**config.mk**
```make
export PLATFORM = sky130hd
export DESIGN_NAME = usbdev_line_monitor_flat
export DESIGN_NICKNAME = d
export VERILOG_FILES = /design/src/rtl/usbdev_line_monitor_if.sv /design/src/rtl/usbdev_line_monitor.sv /design/src/flat_wrapper.sv
export SDC_FILE = /design/constraint.sdc
export NUM_CORES = 1
export LEC_CHECK = 0
export BUFFER_PORTS_ARGS = -buffer_cell sky130_fd_sc_hd__buf_2
export CAP_MARGIN = 0
export CORE_MARGIN = 2
export CORE_UTILIZATION = 55
export DETAILED_ROUTE_END_ITERATION = 10
export PLACE_DENSITY_LB_ADDON = 0.1
export SETUP_SLACK_MARGIN = 0.4
export SLEW_MARGIN = 10
export SYNTH_ARGS = -nofsm -noshare
export SYNTH_HDL_FRONTEND = slang
export SYNTH_SLANG_ARGS = --single-unit
```
**constraint.sdc**
```tcl
create_clock -name clk_48mhz_i -period 5.5 [get_ports clk_48mhz_i]
set_clock_uncertainty 0.15 [all_clocks]
set_input_delay 0.55 -clock clk_48mhz_i [delete_from_list [all_inputs] [get_ports clk_48mhz_i]]
set_output_delay 0.55 -clock clk_48mhz_i [all_outputs]
set_load 0.02 [all_outputs]
```
**src/rtl/usbdev_line_monitor_if.sv**
```systemverilog
// usbdev line monitor bus bundle: D+/D-/OE toward the monitor,
// tick, decoded line state and J/idle detect levels back out.
interface usbdev_line_monitor_if;
   logic       usb_dp_i;
   logic       usb_dn_i;
   logic       usb_oe_i;
   logic       us_tick_o;
   logic [1:0] line_state_o;
   logic       rx_j_det_o;
   logic       rx_idle_det_o;

   modport master (
      output usb_dp_i,
      output usb_dn_i,
      output usb_oe_i,
      input  us_tick_o,
      input  line_state_o,
      input  rx_j_det_o,
      input  rx_idle_det_o
   );

   modport slave (
      input  usb_dp_i,
      input  usb_dn_i,
      input  usb_oe_i,
      output us_tick_o,
      output line_state_o,
      output rx_j_det_o,
      output rx_idle_det_o
   );
endinterface

```
**src/rtl/usbdev_line_monitor.sv**
```systemverilog
// usbdev line monitor: 1 us tick, FS line decode, J / idle detect.
// Define USBDEV_LINEMON_SYNC_EN to add a 2-flop pin synchronizer.
module usbdev_line_monitor #(
   parameter int CLK_PER_US  = 48,
   parameter int J_CYCLES    = 3,
   parameter int IDLE_CYCLES = 32
) (
   input  logic                 clk_48mhz_i,
   input  logic                 rst_i,
   usbdev_line_monitor_if.slave bus
);

   localparam int TW = $clog2(CLK_PER_US);
   localparam logic [TW-1:0] TICK_LAST = TW'(CLK_PER_US - 1);
   localparam logic [8:0] J_RUN    = 9'(J_CYCLES);
   localparam logic [8:0] IDLE_RUN = 9'(IDLE_CYCLES);
   localparam logic [1:0] LINE_J   = 2'b01;

   typedef enum logic [1:0] {
      ST_BUSY  = 2'd0,
      ST_JSEEN = 2'd1,
      ST_IDLE  = 2'd2
   } state_t;

   state_t        state_q;
   logic [TW-1:0] tick_cnt_q;
   logic          tick_q;
   logic [1:0]    line_q;
   logic [7:0]    run_cnt_q;
   logic          j_det_q;
   logic          idle_det_q;
   logic [1:0]    line_raw;
   logic          sample_j;
   logic [8:0]    run_inc;

`ifdef USBDEV_LINEMON_SYNC_EN
   logic [1:0] sync1_q;
   logic [1:0] sync2_q;

   // Two-flop synchronizer, parked at J so reset looks like an idle bus
   always_ff @(posedge clk_48mhz_i or posedge rst_i) begin
      if (rst_i) begin
         sync1_q <= LINE_J;
         sync2_q <= LINE_J;
      end else begin
         sync1_q <= {bus.usb_dn_i, bus.usb_dp_i};
         sync2_q <= sync1_q;
      end
   end

   assign line_raw = sync2_q;
`else
   assign line_raw = {bus.usb_dn_i, bus.usb_dp_i};
`endif

   assign sample_j = (line_raw == LINE_J) & ~bus.usb_oe_i;
   assign run_inc  = {1'b0, run_cnt_q} + 9'd1;

   // Free-running microsecond divider with registered pulse
   always_ff @(posedge clk_48mhz_i or posedge rst_i) begin
      if (rst_i) begin
         tick_cnt_q <= '0;
         tick_q     <= 1'b0;
      end else begin
         tick_q <= (tick_cnt_q == TICK_LAST);
         if (tick_cnt_q == TICK_LAST) tick_cnt_q <= '0;
         else tick_cnt_q <= tick_cnt_q + 1'b1;
      end
   end

   // Registered line decode; {dn,dp} already is the state code
   always_ff @(posedge clk_48mhz_i or posedge rst_i) begin
      if (rst_i) line_q <= 2'd0;
      else line_q <= line_raw;
   end

   // Saturating length of the current J run
   always_ff @(posedge clk_48mhz_i or posedge rst_i) begin
      if (rst_i) run_cnt_q <= '0;
      else if (!sample_j) run_cnt_q <= '0;
      else if (run_cnt_q != 8'hff) run_cnt_q <= run_cnt_q + 8'd1;
   end

   // Link FSM; detect levels follow the state one cycle later
   always_ff @(posedge clk_48mhz_i or posedge rst_i) begin
      if (rst_i) begin
         state_q    <= ST_BUSY;
         j_det_q    <= 1'b0;
         idle_det_q <= 1'b0;
      end else begin
         j_det_q    <= (state_q == ST_JSEEN) | (state_q == ST_IDLE);
         idle_det_q <= (state_q == ST_IDLE);
         case (state_q)
            ST_BUSY: begin
               if (sample_j && run_inc == J_RUN) state_q <= ST_JSEEN;
            end
            ST_JSEEN: begin
               if (!sample_j) state_q <= ST_BUSY;
               else if (run_inc == IDLE_RUN) state_q <= ST_IDLE;
            end
            ST_IDLE: begin
               if (!sample_j) state_q <= ST_BUSY;
            end
            default: state_q <= ST_BUSY;
         endcase
      end
   end

   assign bus.us_tick_o     = tick_q;
   assign bus.line_state_o  = line_q;
   assign bus.rx_j_det_o    = j_det_q;
   assign bus.rx_idle_det_o = idle_det_q;

endmodule

```
**src/flat_wrapper.sv**
```systemverilog
// flat-port wrapper written by rule: the top's interface ports become plain ports
module usbdev_line_monitor_flat 
#(
   parameter int CLK_PER_US  = 48,
   parameter int J_CYCLES    = 3,
   parameter int IDLE_CYCLES = 32
)
  (clk_48mhz_i, rst_i, bus_usb_dp_i, bus_usb_dn_i, bus_usb_oe_i, bus_us_tick_o, bus_line_state_o, bus_rx_j_det_o, bus_rx_idle_det_o);
  usbdev_line_monitor_if bus_i ();
  input  logic clk_48mhz_i;
  input  logic rst_i;
  input wire logic [$bits(bus_i.usb_dp_i)-1:0] bus_usb_dp_i;
  input wire logic [$bits(bus_i.usb_dn_i)-1:0] bus_usb_dn_i;
  input wire logic [$bits(bus_i.usb_oe_i)-1:0] bus_usb_oe_i;
  output wire logic [$bits(bus_i.us_tick_o)-1:0] bus_us_tick_o;
  output wire logic [$bits(bus_i.line_state_o)-1:0] bus_line_state_o;
  output wire logic [$bits(bus_i.rx_j_det_o)-1:0] bus_rx_j_det_o;
  output wire logic [$bits(bus_i.rx_idle_det_o)-1:0] bus_rx_idle_det_o;
  assign bus_i.usb_dp_i = bus_usb_dp_i;
  assign bus_i.usb_dn_i = bus_usb_dn_i;
  assign bus_i.usb_oe_i = bus_usb_oe_i;
  assign bus_us_tick_o = bus_i.us_tick_o;
  assign bus_line_state_o = bus_i.line_state_o;
  assign bus_rx_j_det_o = bus_i.rx_j_det_o;
  assign bus_rx_idle_det_o = bus_i.rx_idle_det_o;
  usbdev_line_monitor #(.CLK_PER_US(CLK_PER_US), .J_CYCLES(J_CYCLES), .IDLE_CYCLES(IDLE_CYCLES)) u_core (.clk_48mhz_i(clk_48mhz_i), .rst_i(rst_i), .bus(bus_i));
endmodule
```
======== After elaboration in Yosys (flattened, before gate mapping) ========
Cells that the tools add are included.
operators by class
  add/sub/neg operators ................... 3
  bitwise logic cells ..................... 3
  equality and inequality tests ........... 11
  multiplexer cells ....................... 8
  reduce and logical (&&, ||, !) cells .... 3
operators by type and width
  kind                 number
  $mux 8               2
  $add 8x1->9 const B  1
  $eq 9x2->1 const B   1
  $eq 9x6->1 const B   1
  $add 8x1->8 const B  1
  $mux 2               4
  $ne 8x8->1 const B   1
  $add 6x1->6 const B  1
  $eq 6x6->1 const B   1
  $mux 6               1
  $pmux 2 s3           1
  $eq 2x1->1 const B   2
  $ne 2x2->1 const B   2
  $ne 3x3->1 const B   1
  $reduce_and 3->1     1
  $eq 2x2->1 const B   1
  $logic_not 2->1      1
  $ne 2x1->1 const B   1
  $and 1x1->1          1
  $logic_and 1x1->1    1
  $not 1->1            1
  $or 1x1->1           1
storage, ports and cells
  flip-flop bits (word level) ............. 21
  input bits .............................. 5
  word-level logic and storage cells ...... 35
  output and inout bits ................... 5

======== Logic depth before layout (Yosys ltp) ========
Gate-level depths: netlist (run 1).
  depth in word-level cells ............... 5
  gate-level depth with buffers ........... 7

======== Worst setup path before layout (run 1) ========
OpenSTA, ideal clock, no wires.
  kind .................................... register to register
  from .................................... register u_core.run_cnt_q[0]
  to ...................................... register u_core.state_q[0]
  data arrival time ....................... 1.861 ns
  data required time ...................... 5.263 ns
  setup slack ............................. 3.402 ns
  clock period less this slack ............ 2.098 ns
  cell stages (with the launch flop) ...... 8
  path through ............................ dfrtp_1 ha_1 nand3_2 or3b_1 a211o_1 nor3_2 mux2i_1 o211ai_1
on the way
  word-level cells in the longest chain between the ends .. 5
  elaborated cells on any way between the ends .. 7
  classes of those cells .................. add/sub (1); eq/ne (4); reduce/logical (2)
ends and longest elaborated chain
  item                          RTL line                   source
  from (decl)                   usbdev_line_monitor.sv:29  logic [7:0] run_cnt_q;
  from (signal assigned)        usbdev_line_monitor.sv:81  else if (run_cnt_q != 8'hff) run_cnt_q <= run_cnt_q + 8'd1;
  $add 8x1->9 *                 usbdev_line_monitor.sv:57  assign run_inc = {1'b0, run_cnt_q} + 9'd1;
  $eq 9x2->1                    usbdev_line_monitor.sv:95  if (sample_j && run_inc == J_RUN) state_q <= ST_JSEEN;
  $logic_and 1x1->1             usbdev_line_monitor.sv:95
  $ne 2x1->1 (no line)          --
  $reduce_and 3->1 (no line) *  --
  to (signal assigned)          usbdev_line_monitor.sv:95
  to (signal assigned)          usbdev_line_monitor.sv:98  if (!sample_j) state_q <= ST_BUSY;
  to (signal assigned)          usbdev_line_monitor.sv:99  else if (run_inc == IDLE_RUN) state_q <= ST_IDLE;
  to (decl)                     usbdev_line_monitor.sv:25  state_t state_q;
Mark *: on every way between the ends. The rest lies on a longest branch, timed or not.
A chain may end at the register's enable or synchronous reset.

======== Worst setup path after layout (run 1) ========
  from .................................... register u_core.run_cnt_q[1]
  to ...................................... register u_core.state_q[0]
Same word-level chain as after synthesis.

==> results, run 1 <==
- The clock net sink count is 21.
- Setup repair after global routing left no endpoint under its margin.
- The core outline area is 1780 um2.
- In this run the core area contains 15 standard-cell rows.
- In the final layout, the share of cells above drive strength 1 is 0.177.
- Counting flops with an async set or reset pin after synthesis yields a share of 1.00.
- At the end of routability-driven placement, the weighted congestion stood at 0.873.
- In the routed design, unresolved DRC markers number 0.
- Post-CTS repair changed the size of 0 cells.
- The power density over the cells is 258 nW/um2.
- The die footprint is 2330 um2.
- The critical path is of the reg -> reg type.
- The count of distinct cell types in the synthesized netlist is 35.
- For this run the aggregate overflow at the end of global routing stands at 0.
- The die is 48.2 um wide.
- Averaged over all synthesized cells, the footprint is 10.5 um2.
- The first TritonRoute pass finished after 4 iterations.
- The initial antenna violation count was 0.
- At the pin with the least slew margin, the transition time is 0.763 ns.
- Headroom to the max-slew limit came out at 0.491.
- The tool flagged a number of max-cap violations equal to 0.
- Internal power comes to 213 uW.
- After detailed placement, the design holds a cell count of 134.
- The switching power as a share of total power is 0.291.
- The share of the synthesized area in the top cell type is 0.488.
- In the finished design, the share of the clock period the worst path needs comes to 0.437.
- The count of state elements after synthesis is 21.
- The data arrival time at the worst-slack endpoint is 2.48 ns.
- When the netlist entered floorplanning its net count stood at 113.
- The detailed-route via count is 788.
- The flow ran to the end, and the final reports show no timing, DRC or antenna violations.
- STA classifies the critical path endpoint as a flop.
- In this run, synthesis inferred 0 flip-flops with an integrated enable.
- The TritonCTS clock tree is done.
- The quantity of I/O buffers inserted on ports is 9.
- In the layout the commonest cells are sky130_fd_sc_hd__dfrtp_1 (21), sky130_fd_sc_hd__buf_2 (9), sky130_fd_sc_hd__nand2_1 (8).
- The number of placed I/O pins is 10.
- The number of vias per cell is 5.71.
- The largest total area in the synthesized netlist belongs to sky130_fd_sc_hd__dfrtp_1.
- The final cell count without fillers is 138.
- The number of hold buffers added after CTS was 0.
- Wires add up to 1.92 mm.
- The final number of setup-violating endpoints is 0.
- The most used flip-flop cell after synthesis is sky130_fd_sc_hd__dfrtp_1.
- The layout overhead on the synthesized area is 8.26%.
- For the worst setup path, the data required time is 5.58 ns.
- The power after layout is 301 uW.
- The number of global-route vias before repair came to 724.
- Across the VDD grid, the largest voltage drop is 0.239 mV.
- The synthesized netlist occupies a cell area of 1080 um2.
- Timing would allow up to 416 MHz.
- The half-perimeter wire length of the detailed placement result is 1.41 mm.
- Leaving out fill and tap cells, the most frequent cell in the layout is sky130_fd_sc_hd__dfrtp_1.
- For this run, the total global-route usage over all layers was measured as 0.196.
- Of all nets on the critical path, the largest fanout is 7.
- The portion of total power attributed to the clock network is 0.246.
- The accumulated negative setup slack is 0 ns.
- The number of levels the H-tree was split into is 1.
- The share of total power dissipated in sequential elements is 0.572.
- Synthesis handed over a netlist of 102 instances.
- The clock reaches the later pin of the worst-skew pair after 0.30 ns.
- For this configuration, the core starts out at a cell density of 0.604.
- In this run the remaining antenna-violating nets after routing total 0.
- The time the worst path needs with I/O delays and setup is 2.40 ns.
- The net switching power of the design is 87.4 uW.
- In this run the static leakage power is 0.552 nW.
- The CTS clock-pin slew for the worst setup and hold paths is 0.12 ns.
- Yosys printed 0 warnings.
- The TritonCTS buffer count is 3.
- The number of antenna diodes in the final layout is 0.
- The share of total power dissipated in combinational logic is 0.182.
- In this run the deepest clock path goes through 2 buffers.
- The part of the Yosys area used for sequential elements is 0.488.
- The wire length of the first global-routing pass is 3.08 mm.
- The number of nets in the layout is 125.
- By area the synthesized netlist is led by sky130_fd_sc_hd__dfrtp_1 (49%), sky130_fd_sc_hd__ha_1 (7.0%), sky130_fd_sc_hd__a21oi_1 (3.3%).
- For this block, the initial DRC count from the detailed router was 22.
- The sort of element at the start of the critical path is a flop.
- The hold violation total from the final report is 0.
- The height of the die is 48.2 um.
- The number of setup buffers added after CTS is 0.
- The worst hold path belongs to the class in -> async.
- Dividing the detail-routed wire length by the instance count gives 13.9 um.
- The final-report max-slew violation count came to 0.
- The largest net degree at the start of global routing is 22.
- The root cell of the clock tree is sky130_fd_sc_hd__clkbuf_4.
-- metal layers --
layer  track usage  vias to the layer above  share of wire
li1              -                      387              -
met1         0.277                      382           0.49
met5             0                        -              0
met3        0.0407                        4          0.035
met2         0.300                       15           0.46
met4        0.0649                        0          0.012
-- kinds of logic after synthesis --
| group | synth area share |
|---|---|
| compound gates | 0.156 |
| xor+xnor | 0.0570 |
| fa+ha+maj | 0.0698 |
| buf+inv | 0.0314 |
| flops | 0.488 |
| mux | 0.00930 |
| simple gates | 0.188 |
-- final cells by class --
| cell class | instances | area, um2 |
|---|---|---|
| Clock buffer | 3 | 22.5 |
| Clock inverter | 1 | 5.00 |
| Fill cell | 158 | 618 |
| Inverter | 5 | 18.8 |
| Multi-Input combinational cell | 74 | 517 |
| Sequential cell | 21 | 526 |
| Tap cell | 25 | 31.3 |
| Timing Repair Buffer | 9 | 45.0 |
-- stage by stage --
| stage | setup slack (ns) | utilization | instance area, um2 | hold slack, ns |
|---|---|---|---|---|
| 2_1_floorplan | 3.40 | - | 1080 | 0.325 |
| 3_3_place_gp | 3.19 | 0.638 | 1140 | 0.348 |
| 3_5_place_dp | 3.13 | 0.638 | 1140 | 0.357 |
| 4_1_cts | 3.11 | 0.653 | 1160 | 0.212 |
| 5_1_grt | 2.99 | 0.653 | 1160 | 0.205 |
| 6_report | 3.10 | 0.653 | 1160 | 0.207 |
-- power groups by stage --
stage / sequential [mW] / combinational, mW / clock (mW)
after floorplan: 0.185 / 0.0278 / 0
after global placement: 0.175 / 0.0541 / 0
after detailed placement: 0.175 / 0.0556 / 0
after CTS: 0.172 / 0.0553 / 0.0750
after global routing: 0.173 / 0.0638 / 0.0801
final: 0.172 / 0.0547 / 0.0739
-- synth_stat cells, types with 2 or more instances --
cell                        n
sky130_fd_sc_hd__nand2_1    8
sky130_fd_sc_hd__nor3_1     5
sky130_fd_sc_hd__inv_1      5
sky130_fd_sc_hd__ha_1       6
sky130_fd_sc_hd__o211ai_1   2
sky130_fd_sc_hd__nand3b_1   2
sky130_fd_sc_hd__nand3_1    5
sky130_fd_sc_hd__xor2_1     4
sky130_fd_sc_hd__a21oi_1    7
sky130_fd_sc_hd__dfrtp_1   21
sky130_fd_sc_hd__xnor2_1    3
sky130_fd_sc_hd__nor2_1     7
sky130_fd_sc_hd__nand4_1    2
sky130_fd_sc_hd__a211oi_1   2
sky130_fd_sc_hd__o21ai_0    3
-- sequential cells by signal (all words and copies together) (netlist names) --
signal                    flops
u_core.run_cnt_q              8
u_core.tick_cnt_q             6
u_core.bus.line_state_o       2
u_core.state_q                2
u_core.bus.rx_idle_det_o      1
u_core.bus.rx_j_det_o         1
u_core.bus.us_tick_o          1
-- critical path, stage by stage, from the launching register on --
cell                       delay [ns]
sky130_fd_sc_hd__dfrtp_1         0.49
sky130_fd_sc_hd__ha_1            0.35
sky130_fd_sc_hd__nand3_2         0.18
sky130_fd_sc_hd__or3b_1          0.41
sky130_fd_sc_hd__a211o_1         0.37
sky130_fd_sc_hd__nor3_2          0.18
sky130_fd_sc_hd__mux2i_1         0.09
sky130_fd_sc_hd__o211ai_1        0.11
-- final timing paths --
kind	start	slack [ns]	cells past startpoint	endpoint
min in group clk_48mhz_i	bus_usb_dp_i	0.21	1	u_core.bus.line_state_o[0]$_DFF_PP0_
worst max-delay path	u_core.run_cnt_q[1]$_DFFE_PP0P_	3.10	7	u_core.state_q[0]$_DFFE_PP0P_
worst max register to register	u_core.run_cnt_q[1]$_DFFE_PP0P_	3.10	7	u_core.state_q[0]$_DFFE_PP0P_
worst min-delay path	rst_i	0.21	2	u_core.bus.rx_j_det_o$_DFF_PP0_
worst min register to register	u_core.tick_cnt_q[0]$_DFF_PP0_	0.38	1	u_core.tick_cnt_q[0]$_DFF_PP0_
max in group asynchronous	rst_i	4.51	2	u_core.run_cnt_q[0]$_DFFE_PP0P_
Power figures use the tool's default switching activity.
==> run 2: changes to the inputs <==
--- a/config.mk
+++ b/config.mk
@@ -8,7 +8,7 @@
 export BUFFER_PORTS_ARGS = -buffer_cell sky130_fd_sc_hd__buf_2
 export CAP_MARGIN = 0
 export CORE_MARGIN = 2
-export CORE_UTILIZATION = 55
+export CORE_UTILIZATION = 51
 export DETAILED_ROUTE_END_ITERATION = 10
 export PLACE_DENSITY_LB_ADDON = 0.1
 export SETUP_SLACK_MARGIN = 0.4
==> constraint.sdc (replaced) <==
create_clock -name clk_48mhz_i -period 2.2 [get_ports clk_48mhz_i]
set_clock_uncertainty 0.15 [all_clocks]
set_input_delay 0.22 -clock clk_48mhz_i [delete_from_list [all_inputs] [get_ports clk_48mhz_i]]
set_output_delay 0.22 -clock clk_48mhz_i [all_outputs]
set_load 0.02 [all_outputs]
==> run 2 against run 1 <==
  * Fmax grew 22%
  * Die area grew 7.2%
  * Combinational power rose to 2.9 times the previous value
  * Largest cell class is now multi-input combinational cells
  * Largest power group unchanged
==> results, run 2 (same netlist as run 1, synthesis figures left out) <==
- The wire length per cell is 13.7 um.
- The largest driver fanout on the critical path is 7.
- The register with the most flip-flops is u_core.run_cnt_q.
- The maximum frequency from static timing analysis is 507 MHz.
- In the final timing run, aggregate negative setup slack is 0 ns.
- The routed layout has 847 vias.
- The startpoint identified for the worst hold timing path is bus_usb_oe_i.
- The number of levels the H-tree was split into is 1.
- The most critical setup path has its startpoint at u_core.run_cnt_q[2]$_DFFE_PP0P_.
- The sort of element at the start of the critical path is a flop.
- The number of placed I/O pins is 10.
- The switching power as a share of total power is 0.292.
- Data arrives at the worst endpoint at 2.05 ns.
- The tool flagged a number of max-cap violations equal to 0.
- The number of vias per cell is 5.61.
- The floorplan step defined a core boundary enclosing 1980 um2.
- The number of flip-flops under the largest register name is 8.
- Counting tap cells, the placed design contains a total of 136 instances.
- The floorplan has 16 rows.
- The TritonCTS buffer count is 3.
- In the final layout, the registers with the most flip-flops are u_core.run_cnt_q: 8 flops, u_core.tick_cnt_q: 6 flops.
- Power spread over the standard cell area amounts to 582 nW/um2.
- The internal power is 546 uW.
- The logic gate share of total power is 0.203.
- Setup violations remaining at the end of the flow were counted as 0.
- The clock net sink count is 21.
- The net switching power of the design is 225 uW.
- For this run, the slowest stage of the critical path takes 0.51 ns.
- For the pin with the worst max-slew slack, the measured transition is 0.786 ns.
- By startpoint and endpoint, the worst setup path is classified as reg -> reg.
- The post-route worst hold slack is 0.0821 ns.
- The relative contribution of sequential cells to total power is 0.557.
- The combined area of the multi-input logic cells is 569 um2.
- The detailed-route wire length is 2.08 mm.
- The worst-path cell with the longest stage delay is sky130_fd_sc_hd__or4_4.
- The time the worst path needs with I/O delays and setup is 1.97 ns.
- Dividing the final minimum period by the clock period gives 0.897.
- The first-pass iteration count of the detailed router is 4.
- The flow ran to the end, and the final reports show no timing, DRC or antenna violations.
- The final-report max-slew violation count was 0.
- The leftover overflow at the end of global routing is 0.
- The repair_antennas step left the layout with diodes totalling 0.
- The die footprint is 2490 um2.
- The die extent in x is 49.9 um.
- After clock tree synthesis, the clock-pin slew on the worst setup and hold paths is 0.11 ns.
- The height of the die is 49.9 um.
- Setup repair after global routing could not meet its margin everywhere.
- In this run the static leakage power is 0.597 nW.
- Across every metal layer, demand over resource in global routing totals 0.186.
- The first global-routing pass estimated 3.49 mm of wire.
- The count of buffers added on input and output ports is 9.
- The hold violation total from the final report is 0.
- Of the cells placed in the final design, the portion with a size suffix greater than 1 is 0.331.
- The number of remaining DRC errors is 0.
- Routability-driven placement finished with a final weighted congestion of 0.897.
- The fill cell instance count of the final layout is 145.
- The residual antenna-violating net count after detailed routing is 0.
- The layout overhead on the synthesized area is 22.9%.
- The half-perimeter wire length of the detailed placement result is 1.37 mm.
- In the layout the commonest cells are sky130_fd_sc_hd__dfrtp_1 (16), sky130_fd_sc_hd__buf_2 (9), sky130_fd_sc_hd__a21oi_1 (7), sky130_fd_sc_hd__nor2_1 (7), sky130_fd_sc_hd__buf_4 (7).
- The number of global-route vias before repair is 812.
- The largest net degree at the start of global routing is 22.
- Leaving out fill and tap cells, the most frequent cell in the layout is sky130_fd_sc_hd__dfrtp_1.
- The tree is rooted in a sky130_fd_sc_hd__clkbuf_4.
- The clock passes through at most 2 buffers.
- The number of DRC markers after the initial detailed-route iteration is 5.
- In this run the worst hold path is classified as in -> reg.
- The worst register-to-register path begins at u_core.run_cnt_q[2]$_DFFE_PP0P_.
- The kind of capture point of the worst setup path is a flop.
- The TritonCTS clock tree is done.
- The signal on the critical path passes through nand3_1 -> o21a_1 -> or4_4 -> nor3_2 -> mux2i_1 -> o211ai_1.
- The portion of total power attributed to the clock network is 0.239.
- The number of nets in the layout is 136.
- Clock latency on the worst-skew pair, taken at its later pin, is 0.30 ns.
- Measured against its own limit, the worst slew margin works out to 0.475.
- The data required time at the worst endpoint is 2.28 ns.
- The initial antenna violation count is 0.
- After the flow finishes, the layout carries non-filler instances totaling 151.
- The largest vdd supply drop is 0.492 mV.
- The effective utilization at floorplan is 0.543.
- Registers take 532 um2.
==> run 2: cell types whose count changed in the layout (fill, tap and decap cells not counted), moves of 3 or more <==
cell / delta
sky130_fd_sc_hd__dfrtp_2: +5
sky130_fd_sc_hd__dfrtp_1: -5
sky130_fd_sc_hd__buf_4: +7
sky130_fd_sc_hd__dlygate4sd3_1: +3
==> run 2: metal layers <==
metal  share of wire  track usage  routed length (um)
met1            0.43        0.212                 899
met2            0.53        0.333                1090
met3           0.028       0.0545                  58
met4           0.012       0.0556                  24
met5               0            0                   0
==> run 2: critical path: cells and delay by family, from the launching register on <==
kind / cells / cell delay (ns)
and+or+nand+nor: 3 / 0.84
muxes: 1 / 0.08
AOI/OAI and AO/OA: 2 / 0.34
DFF: 1 / 0.49
==> run 2: cell type report <==
cell class              count  share of cell area
clock inverters             1             0.00378
clock buffers               3              0.0170
inverters                   5              0.0161
flip-flops and latches     21               0.402
repair buffers             20               0.105
multi-input cells          74               0.430
well taps                  27              0.0255
==> run 2: path summary, 6_finish.rpt <==
kind	endpoint	slack [ns]	depth (start not counted)
worst max-delay path	u_core.state_q[0]$_DFFE_PP0P_	0.23	6
worst min-delay path	u_core.run_cnt_q[6]$_DFFE_PP0P_	0.08	3
worst max register to register	u_core.state_q[0]$_DFFE_PP0P_	0.23	6
worst min register to register	u_core.tick_cnt_q[0]$_DFF_PP0_	0.38	1
max in group asynchronous	u_core.run_cnt_q[4]$_DFFE_PP0P_	0.92	3
min in group asynchronous	u_core.tick_cnt_q[3]$_DFF_PP0_	0.44	3
==> run 2: power groups by stage <==
stage / combinational, mW / sequential [mW] / clock, mW
floorplan: 0.0701 / 0.464 / 0
global placement: 0.138 / 0.437 / 0
detailed placement: 0.138 / 0.438 / 0
CTS: 0.149 / 0.430 / 0.189
global route: 0.174 / 0.434 / 0.211
finish: 0.157 / 0.429 / 0.184
==> run 2: timing repair <==
action                                 in CTS  in global routing
resized for setup                           2                 10
setup endpoints to repair                   2                  2
hold buffers                                3                  0
buffers inserted                            6                  2
pin swaps                                   3                  9
endpoints found under the hold margin      23                  0
==> run 2: per-stage QoR <==
stage | total power [mW] | instance area [um2] | setup slack (ns) | util
global placement | 0.575 | 1160 | 0.205 | 0.587
global route | 0.819 | 1320 | 0.114 | 0.667
floorplan | 0.534 | 1100 | 0.378 | -
detailed placement | 0.577 | 1160 | 0.173 | 0.587
finish | 0.770 | 1320 | 0.226 | 0.667
CTS | 0.767 | 1270 | 0.252 | 0.642
==> run 3: changes to the inputs <==
--- a/config.mk
+++ b/config.mk
@@ -10,7 +10,7 @@
 export CORE_MARGIN = 2
 export CORE_UTILIZATION = 51
 export DETAILED_ROUTE_END_ITERATION = 10
-export PLACE_DENSITY_LB_ADDON = 0.1
+export PLACE_DENSITY = 0.77
 export SETUP_SLACK_MARGIN = 0.4
 export SLEW_MARGIN = 10
 export SYNTH_ARGS = -nofsm -noshare
==> run 3 against run 2 <==
  * Power down 1.1%
  * Worst setup slack better by 0.042 ns
  * Sequential power about the same
  * Hold slack worse by 0.0057 ns
  * Critical path depth is the same
  * Design area fell by 4.4%
  * Final cell count fell by 2.0%
  * Fmax increased by 2.2%
  * Flip-flop and latch count is the same
  * Critical path type unchanged
  * Critical endpoint unchanged
  * Highest routed layer unchanged
==> results, run 3 (same netlist as run 1, synthesis figures left out) <==
- The flow ran to the end, and the final reports show no timing, DRC or antenna violations.
- Prior to clock tree synthesis, the placed netlist has a worst setup slack of 0.191 ns.
- The worst register-to-register path begins at u_core.run_cnt_q[4]$_DFFE_PP0P_.
- Of the total power, combinational logic draws 0.193.
- The residual antenna-violating net count after detailed routing is 0.
- From synthesis to final layout, the design area changed by 17.4%.
- The analysis attributes to net switching a power of 218 uW.
- The power density over the cells is 602 nW/um2.
- The initial antenna violation count was 0.
- The fraction of final layout cells sized beyond drive strength 1 is 0.248.
- The static leakage is 0.575 nW.
- At the pin with the least slew margin, the transition time is 0.764 ns.
- The time the worst path needs with I/O delays and setup is 1.93 ns.
- The commonest non-fill, non-tap cell in the layout is sky130_fd_sc_hd__dfrtp_1.
- Hold is met by 0.0763 ns.
- The floorplan step set the die height to 49.9 um.
- The data required time at the worst endpoint is 2.28 ns.
- The path class of the tightest hold or removal check is in -> reg.
- Buffers placed on the I/O ports in this run total 9.
- The TritonCTS buffer count is 3.
- The worst slew slack as a fraction of its limit is 0.490.
- The number of flip-flops under the largest register name is 8.
- The number of remaining DRC errors is 0.
- Derived from the worst setup path, the maximum achievable clock frequency is 518 MHz.
- The final cycle utilization of the critical path is 0.878.
- The top cell types in the final layout, fill and taps aside, are sky130_fd_sc_hd__dfrtp_1 (17), sky130_fd_sc_hd__buf_2 (9), sky130_fd_sc_hd__nand2_1 (8).
- Across every metal layer, demand over resource in global routing totals 0.173.
- The floorplan step defined a die boundary enclosing 2490 um2.
- Setup violations remaining at the end of the flow were counted as 0.
- After the flow finishes, the layout carries non-filler instances totaling 148.
- Setup repair after global routing could not meet its margin everywhere.
- For this configuration, the core starts out at a cell density of 0.543.
- TritonCTS built the clock tree.
- The first-pass iteration count of the detailed router is 4.
- For the worst flop-to-flop path, the logic depth is 6.
- The number of antenna diodes in the final layout is 0.
- The worst setup path is launched from a flop.
- The final-report max-slew violation count is 0.
- The detailed-route via count is 812.
- The internal power is 543 uW.
- For this block, the initial DRC count from the detailed router was 19.
- The longest clock path from root to sink contains 2 buffers.
- The number of cells in the design after placement is 136.
- The number of levels the H-tree was split into is 1.
- After detailed routing, the number of vias per cell comes to 5.49.
- The wire length of the first global-routing pass is 3.25 mm.
- Along the worst path, the maximum fanout reaches 5.
- The final weighted congestion of routability-driven global placement is 0.884.
- The half-perimeter wire length of the detailed placement result is 1.32 mm.
- The core outline area is 1980 um2.
- The largest registers in the layout are u_core.run_cnt_q: 8 flops, u_core.tick_cnt_q: 6 flops.
- The number of placed I/O pins is 10.
- After detailed routing, the average wire length per cell comes to 13.0 um.
- The hold violation total from the final report was 0.
- After global routing the overflow that remains totals 0.
- For the worst setup path, the data arrival time is 2.01 ns.
- The setup slack after layout is 0.269 ns.
- The standard-cell row count is 16.
- Of the total power, the share spent switching nets is 0.287.
- The max-cap check violation count is 0.
- The relative contribution of sequential cells to total power is 0.565.
- The worst hold path was traced through 3 stages.
- The worst hold path begins at bus_usb_oe_i.
- The insertion delay of the later-clocked pin in the worst-skew pair is 0.31 ns.
- The CTS clock-pin slew for the worst setup and hold paths is 0.11 ns.
- Overall power consumption after layout is estimated at 761 uW.
- The register with the most flip-flops is u_core.run_cnt_q.
- The clock net sink count is 21.
- The portion of total power attributed to the clock network is 0.242.
- The accumulated negative setup slack is 0 ns.
- The critical path in this run is classified as reg -> reg.
- Entering global routing, the biggest net connects 22 pins.
- The largest vdd supply drop is 0.478 mV.
- Summed over all layers, the routed wires come to 1.93 mm.
- The endpoint identified for the worst register-to-register timing path is u_core.state_q[0]$_DFFE_PP0P_.
- The number of global-route vias before repair came to 763.
- The die extent in x is 49.9 um.
- For this run, the post-layout net count is 133.
- For hold timing, the worst endpoint is u_core.run_cnt_q[7]$_DFFE_PP0P_.
- The kind of capture point of the worst setup path is a flop.
- The root buffer cell chosen for the clock tree is sky130_fd_sc_hd__clkbuf_4.
- In this run the register-to-register setup slack is 0.27 ns.
## run 3: final cells by class
type	instances	area, um2
Clock buffer	4	26.3
Fill cell	142	718
Inverter	5	18.8
Multi-Input combinational cell	74	542
Sequential cell	21	531
Tap cell	27	33.8
Timing Repair Buffer	17	113
## run 3: repair_timing
action,in CTS,in global routing
pin swaps,2,1
setup endpoints to repair,2,2
setup buffers,5,0
resized for setup,2,0
endpoints found under the hold margin,23,0
hold buffers,3,0
## run 3: per-stage QoR
step,cell area [um2],utilization
after floorplan,1100,-
final,1260,0.638
after CTS,1260,0.638
after global placement,1160,0.587
after global routing,1260,0.638
after detailed placement,1160,0.587
## run 3: routing by layer
layer | global-route usage | wire [um] | up-vias
met1 | 0.196 | 843 | 393
li1 | - | - | 404
met5 | 0 | 0 | -
met4 | 0.0694 | 16 | 0
met3 | 0.0576 | 60 | 2
met2 | 0.298 | 1000 | 13
## run 3: worst max path at each step
stage | from | end | slack (ns) | cells after the start
3_3_place_gp | u_core.run_cnt_q[2]$_DFFE_PP0P_ | u_core.state_q[0]$_DFFE_PP0P_ | 0.23 | 6
6_report | u_core.run_cnt_q[4]$_DFFE_PP0P_ | u_core.state_q[0]$_DFFE_PP0P_ | 0.27 | 6
4_1_cts | u_core.run_cnt_q[1]$_DFFE_PP0P_ | u_core.state_q[1]$_DFFE_PP0P_ | 0.27 | 7
3_5_place_dp | u_core.run_cnt_q[2]$_DFFE_PP0P_ | u_core.state_q[0]$_DFFE_PP0P_ | 0.19 | 6
5_1_grt | u_core.run_cnt_q[1]$_DFFE_PP0P_ | u_core.state_q[1]$_DFFE_PP0P_ | 0.17 | 7
2_1_floorplan | u_core.run_cnt_q[1]$_DFFE_PP0P_ | u_core.state_q[0]$_DFFE_PP0P_ | 0.38 | 7
## run 3: power groups by stage
stage	registers [mW]	clock network, mW	logic, mW
6_report	0.430	0.184	0.147
5_1_grt	0.432	0.207	0.160
4_1_cts	0.429	0.191	0.148
3_5_place_dp	0.438	0	0.139
3_3_place_gp	0.438	0	0.133
2_1_floorplan	0.464	0	0.0701
## run 3: worst max-delay path, stage by stage (launching register included)
cell	delay (ns)
sky130_fd_sc_hd__dfrtp_1	0.46
sky130_fd_sc_hd__nand3_1	0.13
sky130_fd_sc_hd__o21a_1	0.22
sky130_fd_sc_hd__or4_4	0.56
sky130_fd_sc_hd__nor3_2	0.17
sky130_fd_sc_hd__mux2i_1	0.09
sky130_fd_sc_hd__o211ai_1	0.09
